--- config.mk ---
export PLATFORM = sky130hd
export DESIGN_NAME = rand_byte_gen_flat
export DESIGN_NICKNAME = d
export VERILOG_FILES = /design/src/rtl/rand_byte_gen_if.sv /design/src/rtl/rand_byte_gen.sv /design/src/flat_wrapper.sv
export SDC_FILE = /design/constraint.sdc
export NUM_CORES = 1
export LEC_CHECK = 0
export BUFFER_PORTS_ARGS = -buffer_cell sky130_fd_sc_hd__buf_2
export CORE_ASPECT_RATIO = 0.6
export CORE_UTILIZATION = 40
export DETAILED_ROUTE_END_ITERATION = 7
export PLACE_DENSITY = 0.64
export SYNTH_ARGS = -nofsm -noshare
export SYNTH_HDL_FRONTEND = slang
export SYNTH_SLANG_ARGS = --single-unit
--- constraint.sdc ---
create_clock -name clk -period 2.35 [get_ports clk]
set_clock_uncertainty 0.1 [all_clocks]
set_input_delay 0.1175 -clock clk [delete_from_list [all_inputs] [get_ports clk]]
set_output_delay 0.1175 -clock clk [all_outputs]
set_load 0.02 [all_outputs]
--- src/rtl/rand_byte_gen_if.sv ---
`default_nettype none
// ============================================================================
// Module   : rand_byte_gen_if
// Brief    : Valid/ready byte stream from rand_byte_gen to its consumer.
// Options  : RAND_BYTE_GEN_PARITY_EN adds rand_parity to the stream.
// Revision : 1.0 - initial release
// ============================================================================
interface rand_byte_gen_if;
    logic [7:0] rand_out;
    logic       rand_valid;
    logic       rand_ready;
`ifdef RAND_BYTE_GEN_PARITY_EN
    logic       rand_parity;

    modport master (
        output rand_out,
        output rand_valid,
        output rand_parity,
        input  rand_ready
    );

    modport slave (
        input  rand_out,
        input  rand_valid,
        input  rand_parity,
        output rand_ready
    );
`else
    modport master (
        output rand_out,
        output rand_valid,
        input  rand_ready
    );

    modport slave (
        input  rand_out,
        input  rand_valid,
        output rand_ready
    );
`endif
endinterface
`default_nettype wire

--- src/rtl/rand_byte_gen.sv ---
`default_nettype none
// ============================================================================
// Module   : rand_byte_gen
// Brief    : 8-bit Fibonacci LFSR byte source with seed load, burst counter
//            and valid/ready output.
// Options  : RAND_BYTE_GEN_PARITY_EN adds even parity of rand_out.
// Revision : 1.0 - initial release
// ============================================================================
module rand_byte_gen #(
    parameter int         NUM_BYTES    = 10,
    parameter int         CNT_W        = 16,
    parameter logic [7:0] DEFAULT_SEED = 8'hA5
) (
    input  wire logic             clk,
    input  wire logic             rst_n,
    input  wire logic             start,
    input  wire logic             stop,
    input  wire logic             seed_load,
    input  wire logic [7:0]       seed,
    rand_byte_gen_if.master       rand_if,
    output logic                  busy,
    output logic                  done,
    output logic [CNT_W-1:0]      byte_count
);

    typedef enum logic [1:0] {
        S_IDLE = 2'd0,
        S_LOAD = 2'd1,
        S_RUN  = 2'd2,
        S_DONE = 2'd3
    } state_t;

    localparam bit               c_limited   = (NUM_BYTES != 0);
    localparam logic [CNT_W-1:0] c_num_bytes = CNT_W'(NUM_BYTES);

    state_t           state_q, state_d;
    logic [7:0]       lfsr_q, lfsr_d;
    logic [7:0]       seed_reg_q, seed_reg_d;
    logic [CNT_W-1:0] cnt_q, cnt_d;
    logic             valid_q, valid_d;
    logic             busy_q, busy_d;
    logic             done_q, done_d;

    logic             w_xfer;
    logic [7:0]       w_lfsr_next;
    logic [CNT_W-1:0] w_cnt_inc;

    assign w_xfer      = valid_q && rand_if.rand_ready;
    assign w_lfsr_next = {lfsr_q[6:0], lfsr_q[7] ^ lfsr_q[5] ^ lfsr_q[4] ^ lfsr_q[3]};
    assign w_cnt_inc   = cnt_q + 1'b1;

    always_comb begin
        state_d    = state_q;
        lfsr_d     = lfsr_q;
        seed_reg_d = seed_reg_q;
        cnt_d      = cnt_q;

        case (state_q)
            S_IDLE, S_DONE: begin
                // A zero seed would lock the LFSR, so substitute the default.
                if (seed_load) begin
                    seed_reg_d = (seed == 8'h00) ? DEFAULT_SEED : seed;
                end
                if (start) begin
                    state_d = S_LOAD;
                end
            end
            S_LOAD: begin
                lfsr_d  = seed_reg_q;
                cnt_d   = '0;
                state_d = S_RUN;
            end
            S_RUN: begin
                if (w_xfer) begin
                    lfsr_d = w_lfsr_next;
                    cnt_d  = w_cnt_inc;
                end
                if (w_xfer && c_limited && (w_cnt_inc == c_num_bytes)) begin
                    state_d = S_DONE;
                end else if (stop) begin
                    state_d = S_IDLE;
                end
            end
            default: state_d = S_IDLE;
        endcase

        // Status outputs are registered versions of the next state.
        valid_d = (state_d == S_RUN);
        busy_d  = (state_d == S_LOAD) || (state_d == S_RUN);
        done_d  = (state_d == S_DONE);
    end

    always_ff @(posedge clk or negedge rst_n) begin
        if (!rst_n) begin
            state_q    <= S_IDLE;
            lfsr_q     <= DEFAULT_SEED;
            seed_reg_q <= DEFAULT_SEED;
            cnt_q      <= '0;
            valid_q    <= 1'b0;
            busy_q     <= 1'b0;
            done_q     <= 1'b0;
        end else begin
            state_q    <= state_d;
            lfsr_q     <= lfsr_d;
            seed_reg_q <= seed_reg_d;
            cnt_q      <= cnt_d;
            valid_q    <= valid_d;
            busy_q     <= busy_d;
            done_q     <= done_d;
        end
    end

    assign rand_if.rand_out   = lfsr_q;
    assign rand_if.rand_valid = valid_q;
`ifdef RAND_BYTE_GEN_PARITY_EN
    assign rand_if.rand_parity = ^lfsr_q;
`endif
    assign busy       = busy_q;
    assign done       = done_q;
    assign byte_count = cnt_q;

endmodule
`default_nettype wire

--- src/flat_wrapper.sv ---
// flat-port wrapper written by rule: the top's interface ports become plain ports
module rand_byte_gen_flat 
#(
    parameter int         NUM_BYTES    = 10,
    parameter int         CNT_W        = 16,
    parameter logic [7:0] DEFAULT_SEED = 8'hA5
)
  (clk, rst_n, start, stop, seed_load, seed, busy, done, byte_count, rand_if_rand_out, rand_if_rand_valid, rand_if_rand_ready);
  rand_byte_gen_if rand_if_i ();
  input  wire logic clk;
  input  wire logic rst_n;
  input  wire logic start;
  input  wire logic stop;
  input  wire logic seed_load;
  input  wire logic [7:0] seed;
  output logic busy;
  output logic done;
  output logic [CNT_W-1:0] byte_count;
  output wire logic [$bits(rand_if_i.rand_out)-1:0] rand_if_rand_out;
  output wire logic [$bits(rand_if_i.rand_valid)-1:0] rand_if_rand_valid;
  input wire logic [$bits(rand_if_i.rand_ready)-1:0] rand_if_rand_ready;
  assign rand_if_rand_out = rand_if_i.rand_out;
  assign rand_if_rand_valid = rand_if_i.rand_valid;
  assign rand_if_i.rand_ready = rand_if_rand_ready;
  rand_byte_gen #(.NUM_BYTES(NUM_BYTES), .CNT_W(CNT_W), .DEFAULT_SEED(DEFAULT_SEED)) u_core (.clk(clk), .rst_n(rst_n), .start(start), .stop(stop), .seed_load(seed_load), .seed(seed), .rand_if(rand_if_i), .busy(busy), .done(done), .byte_count(byte_count));
endmodule
### Word-level counts from Yosys, hierarchy flattened

Index checks and enable logic that the tools add are counted.

| cells by class | value |
|---|---|
| $add $sub $neg | 1 |
| eq/ne operators | 8 |
| muxes and demuxes | 9 |
| bitwise logic cells | 3 |
| reductions and logical operators | 9 |

Operators with widths:

| operator | count |
|---|---|
| one-hot mux 16 bit (2 select lines) | 1 |
| adder 16 x 1 -> 16 bit, second input constant | 1 |
| equality test 16 x 4 -> 1 bit, second input constant | 1 |
| 2-to-1 mux 16 bit | 1 |
| 2-to-1 mux 8 bit | 2 |
| one-hot mux 8 bit (2 select lines) | 1 |
| equality test 2 bit, second input constant | 4 |
| zero test 8 bit | 1 |
| 2-to-1 mux 2 bit | 3 |
| one-hot mux 2 bit (3 select lines) | 1 |
| equality test 2 x 1 -> 1 bit, second input constant | 2 |
| AND reduction 2 bit | 2 |
| bitwise XOR 1 bit | 3 |
| logical AND 1 bit | 2 |
| zero test 2 bit | 1 |
| inequality test 2 x 1 -> 1 bit, second input constant | 1 |
| nonzero test 2 bit | 1 |
| OR reduction 2 bit | 1 |
| logical OR 1 bit | 1 |

| storage, ports and cells | value |
|---|---|
| register bits after elaboration | 37 |
| output and inout bits | 27 |

### Longest topological paths before layout

| logic depth | value |
|---|---|
| depth in word-level cells | 7 |
| depth in mapped cells | 10 |
| depth with buffers taken out | 10 |

### Least setup slack after synthesis

OpenSTA, ideal clock, no wires.

| timing path | value |
|---|---|
| kind | register to register |
| start point | reg u_core.cnt_q[0] (netlist: u_core.byte_count[0]) |
| end point | reg u_core.busy_q (netlist: u_core.busy) |
| setup time | 113 ps |
| arrival | 2242 ps |
| required time | 2137 ps |
| setup slack | -105 ps |
| cell stages (with the launch flop) | 10 |
| buffers on the path | 0 |
| period minus slack after synthesis | 2455 ps |
| cells stage by stage | dfrtp_1 -> ha_1 -> nand4_1 -> nor3_1 -> a31oi_1 -> nor4b_4 -> a31o_2 -> inv_1 -> ha_1 -> inv_1 |

| between the ends | value |
|---|---|
| longest elaborated chain between the ends | 7 |

Ends and longest elaborated chain:

| item | RTL line | source |
|---|---|---|
| start: declaration | rand_byte_gen.sv:39 | `logic [CNT_W-1:0] cnt_q, cnt_d;` |
| start signal: assignment | rand_byte_gen.sv:106 | `cnt_q <= cnt_d;` |
| adder 16 x 1 -> 16 bit (*) | rand_byte_gen.sv:50 | `assign w_cnt_inc = cnt_q + 1'b1;` |
| equality test 16 x 4 -> 1 bit (*) | rand_byte_gen.sv:78 | `if (w_xfer && c_limited && (w_cnt_inc == c_num_bytes)) begin` |
| logical AND 1 bit (*) | rand_byte_gen.sv:78 |  |
| 2-to-1 mux 2 bit (*) | rand_byte_gen.sv:78 |  |
| one-hot mux 2 bit (3 select lines) (*) | rand_byte_gen.sv:58 | `case (state_q)` |
| via u_core.state_d[0] | rand_byte_gen.sv:36 | `state_t state_q, state_d;` |
| equality test 2 x 1 -> 1 bit or equality test 2 bit (tied branches) | rand_byte_gen.sv:89 | `busy_d = (state_d == S_LOAD) \|\| (state_d == S_RUN);` |
| logical OR 1 bit (*) | rand_byte_gen.sv:89 |  |
| via u_core.busy_d | rand_byte_gen.sv:41 | `logic busy_q, busy_d;` |
| end signal: assignment | rand_byte_gen.sv:108 | `busy_q <= busy_d;` |
| end: declaration | rand_byte_gen.sv:41 |  |

The timed path passes the listed nets; every way through them passes the cells marked *.
A chain may end at the register's enable or synchronous reset.

### Worst setup path in the final report

| timing path | value |
|---|---|
| start point | reg u_core.cnt_q[1] (netlist: u_core.byte_count[1]) |
| end point | reg u_core.busy_q (netlist: u_core.busy) |

Same word-level chain as after synthesis.

==> results.sh <==
export IMPL_outcome="complete, no violations"
export IMPL_netlist_instances=221
export IMPL_worstSetupPathType="reg2reg"
export IMPL_ys_seq_area_frac=0.4395
export IMPL_worst_ep_arrival_time_ns=2.45
export IMPL_io_buffers=40
export IMPL_cts_sinks=37
export IMPL_worstHoldStart="rand_if_rand_ready"
export IMPL_clkPwrFrac=0.232
export IMPL_irDropWorstVdd_uv=636.1
export IMPL_clk_insertion_delay_late_ns=0.30
export IMPL_grt_pass1_wl_um=9114
export IMPL_regToRegStartpoint="u_core.byte_count[1]$_DFFE_PN0P_"
export IMPL_start_kind="flip-flop"
export IMPL_synth_edff_count=0
export IMPL_hold_slack_ns=0.08871
export IMPL_cts_made_buffers=5
export IMPL_endpoint_kind="flip-flop"
export IMPL_antenna_found_initial=0
export IMPL_rsz0062_at_grt="yes"
export IMPL_finalHoldViolations=0
export IMPL_cp_data_required_time_ns=2.45
export IMPL_ys_seq_elements=37
export IMPL_syn_avg_cell_area_um2=9.636
export IMPL_grt_pass1_vias=1794
export IMPL_area_growth_pct=36.13
export IMPL_rows=20
export IMPL_finalSetupViolations=0
export IMPL_clock_fmax_ghz=0.4257
export IMPL_worst_slew_pin_slew_ns=0.8415
export IMPL_root_buffer="clkbuf_8"
export IMPL_syn_nets=240
export IMPL_ys_warn_count=0
export IMPL_die_height_um=58.52
export IMPL_ctsHtreeMaxLevel=2
export IMPL_diodes=0
export IMPL_timing_hold_worst_path_depth=3
export IMPL_dr_pass1_iters=4
export IMPL_grt_use_total=0.2212
export IMPL_via_per_inst=5.418
export IMPL_report_final_slew_viol_count=0
export IMPL_intPower_w=0.001793
export IMPL_cellLeakagePower_nw=1.363
export IMPL_fin_nets=313
export IMPL_hold_path_class="in2reg"
export IMPL_power_density_nw_per_um2=995.5
export IMPL_drv_cap=0
export IMPL_reg2reg_slack_ns=0.0008
export IMPL_rr_endpoint="u_core.busy$_DFF_PN0_"
export IMPL_drive_gt1_frac=0.3966
export IMPL_grt_max_degree=38
export IMPL_final_common_cell="buf_2"
export IMPL_p_sw_w=0.001093
export IMPL_core_area_um2=5080
export IMPL_drtAntennaViolNets=0
export IMPL_wirelength_um=5935
export IMPL_clk_pin_slew_worst_paths_ns=0.08
export IMPL_placed_cells=337
export IMPL_period_minus_slack_ns=2.349
export IMPL_grt_overflow_total=0
export IMPL_async_reset_ff_frac=1.000
export IMPL_ioPinCount=41
export IMPL_ys_flop_type="dfrtp_1"
export IMPL_final_cell_mix="buf_2 (40), buf_4 (31), nand2_1 (27)"
export IMPL_gp_congestion=0.8346
export IMPL_drc=0
export IMPL_die_x_um=96.20
export IMPL_dieArea_um2=5629
export IMPL_clk_path_buf_depth=2
export IMPL_dp_hpwl_um=4047
export IMPL_swShare=0.3786
export IMPL_synth_cell_type_count=45
export IMPL_final_cells=361
export IMPL_combPwrFrac=0.407
export IMPL_drt_iter0_drc=77
export IMPL_syn_area_um2=2130
export IMPL_hold_path_end="u_core.rand_if.rand_out[0]$_DFFE_PN1P_"
export IMPL_crit_path_max_fanout=6
export IMPL_p_seq_frac=0.361
export IMPL_rr_worst_depth=8
export IMPL_cts_tree="yes"
export IMPL_avgRoutedWirePerCell_um=16.44
export IMPL_initial_core_util=0.4192
export IMPL_vias=1956
export IMPL_startpoint="u_core.byte_count[1]$_DFFE_PN0P_"
export IMPL_period_share=0.9997
export IMPL_timing_slew_headroom=0.4390
worst max-delay path, stage by stage (launching register included):
cell and delay, ns:
dfrtp_2 0.45, nand4_1 0.21, or4_4 0.60, o31ai_4 0.08, nor4b_4 0.27, a31o_2 0.22, inv_2 0.05, ha_4 0.25
inv_2 0.03
power by group through the flow:
stage / Combinational [W] / Sequential [W] / Clock, W
after floorplan: 0.000638 / 0.00112 / 0
after global placement: 0.00107 / 0.00103 / 0
after detailed placement: 0.00108 / 0.00104 / 0
after CTS: 0.00110 / 0.00103 / 0.000670
after global routing: 0.00129 / 0.00106 / 0.000698
final: 0.00117 / 0.00104 / 0.000670
area by class of cell:
class | instances | area [um2]
Timing Repair Buffer | 80 | 523.0
Tap cell | 66 | 82.58
Multi-Input combinational cell | 164 | 1195
Inverter | 6 | 22.52
Sequential cell | 37 | 942.2
Clock inverter | 3 | 65.06
Clock buffer | 5 | 68.82
Fill cell | 447 | 2181
worst max path at each step:
stage,depth (start not counted),to
2_1_floorplan,9,u_core.busy$_DFF_PN0_
3_3_place_gp,9,u_core.busy$_DFF_PN0_
3_5_place_dp,9,u_core.busy$_DFF_PN0_
4_1_cts,8,u_core.busy$_DFF_PN0_
5_1_grt,8,u_core.busy$_DFF_PN0_
6_report,8,u_core.busy$_DFF_PN0_
stage by stage:
step | cell area [um2] | total power [W] | TNS (ns) | util | setup slack (ns)
floorplan | 2135 | 0.001757 | 0 | - | 0.02521
global placement | 2497 | 0.002103 | 0 | 0.4916 | 0.06625
detailed placement | 2497 | 0.002125 | 0 | 0.4916 | 0.01355
CTS | 2733 | 0.002806 | 0 | 0.5379 | 0.005617
global route | 2899 | 0.003056 | -0.06634 | 0.5707 | -0.06634
finish | 2899 | 0.002886 | 0 | 0.5707 | 0.0008062
flip-flops by register name (all words and copies together), names as in the netlist:
name,count
u_core.seed_reg_q,8
u_core.rand_if.rand_valid,1
u_core.done,1
u_core.rand_if.rand_out,8
u_core.byte_count,16
u_core.state_q,2
u_core.busy,1
what timing repair did:
action | in CTS | in global routing
setup buffers | 0 | 7
endpoints found under the hold margin | 37 | 0
hold buffers | 9 | 0
setup endpoints to repair | 1 | 3
pin swaps | 0 | 9
resized for setup | 2 | 21
Yosys cell counts, drive strengths merged, types with 3 or more instances:
library cell / count / area share
xnor2: 4 / 0.016
o22a: 4 / 0.016
buf: 8 / 0.036
nand3: 10 / 0.024
inv: 6 / 0.011
ha: 5 / 0.029
dfstp: 8 / 0.099
and2: 3 / 0.0088
a21oi: 6 / 0.014
nand4: 5 / 0.022
mux2i: 8 / 0.038
mux2: 4 / 0.021
nand2: 27 / 0.048
xor2: 5 / 0.021
dfrtp: 29 / 0.34
o31ai: 5 / 0.018
a31oi: 4 / 0.012
nor2: 11 / 0.019
o21ai: 29 / 0.068
clkbuf: 6 / 0.011
nor4: 3 / 0.015
nor3: 4 / 0.0094
or4: 4 / 0.014
cells by family after synthesis:
logic type | synth area share
buf+inv | 0.05757
mux | 0.05875
simple gates | 0.1880
xor+xnor | 0.03701
compound gates | 0.1898
flops | 0.4395
fa+ha+maj | 0.02938
per-layer routing:
metal,vias to the layer above,wire (um),global-route usage
met4,0,68,0.07676
met3,9,302,0.05297
met2,47,2452,0.2989
li1,955,-,-
met1,945,3112,0.3393
met5,-,0,0
No activity file was read; power rests on OpenSTA's default activity.
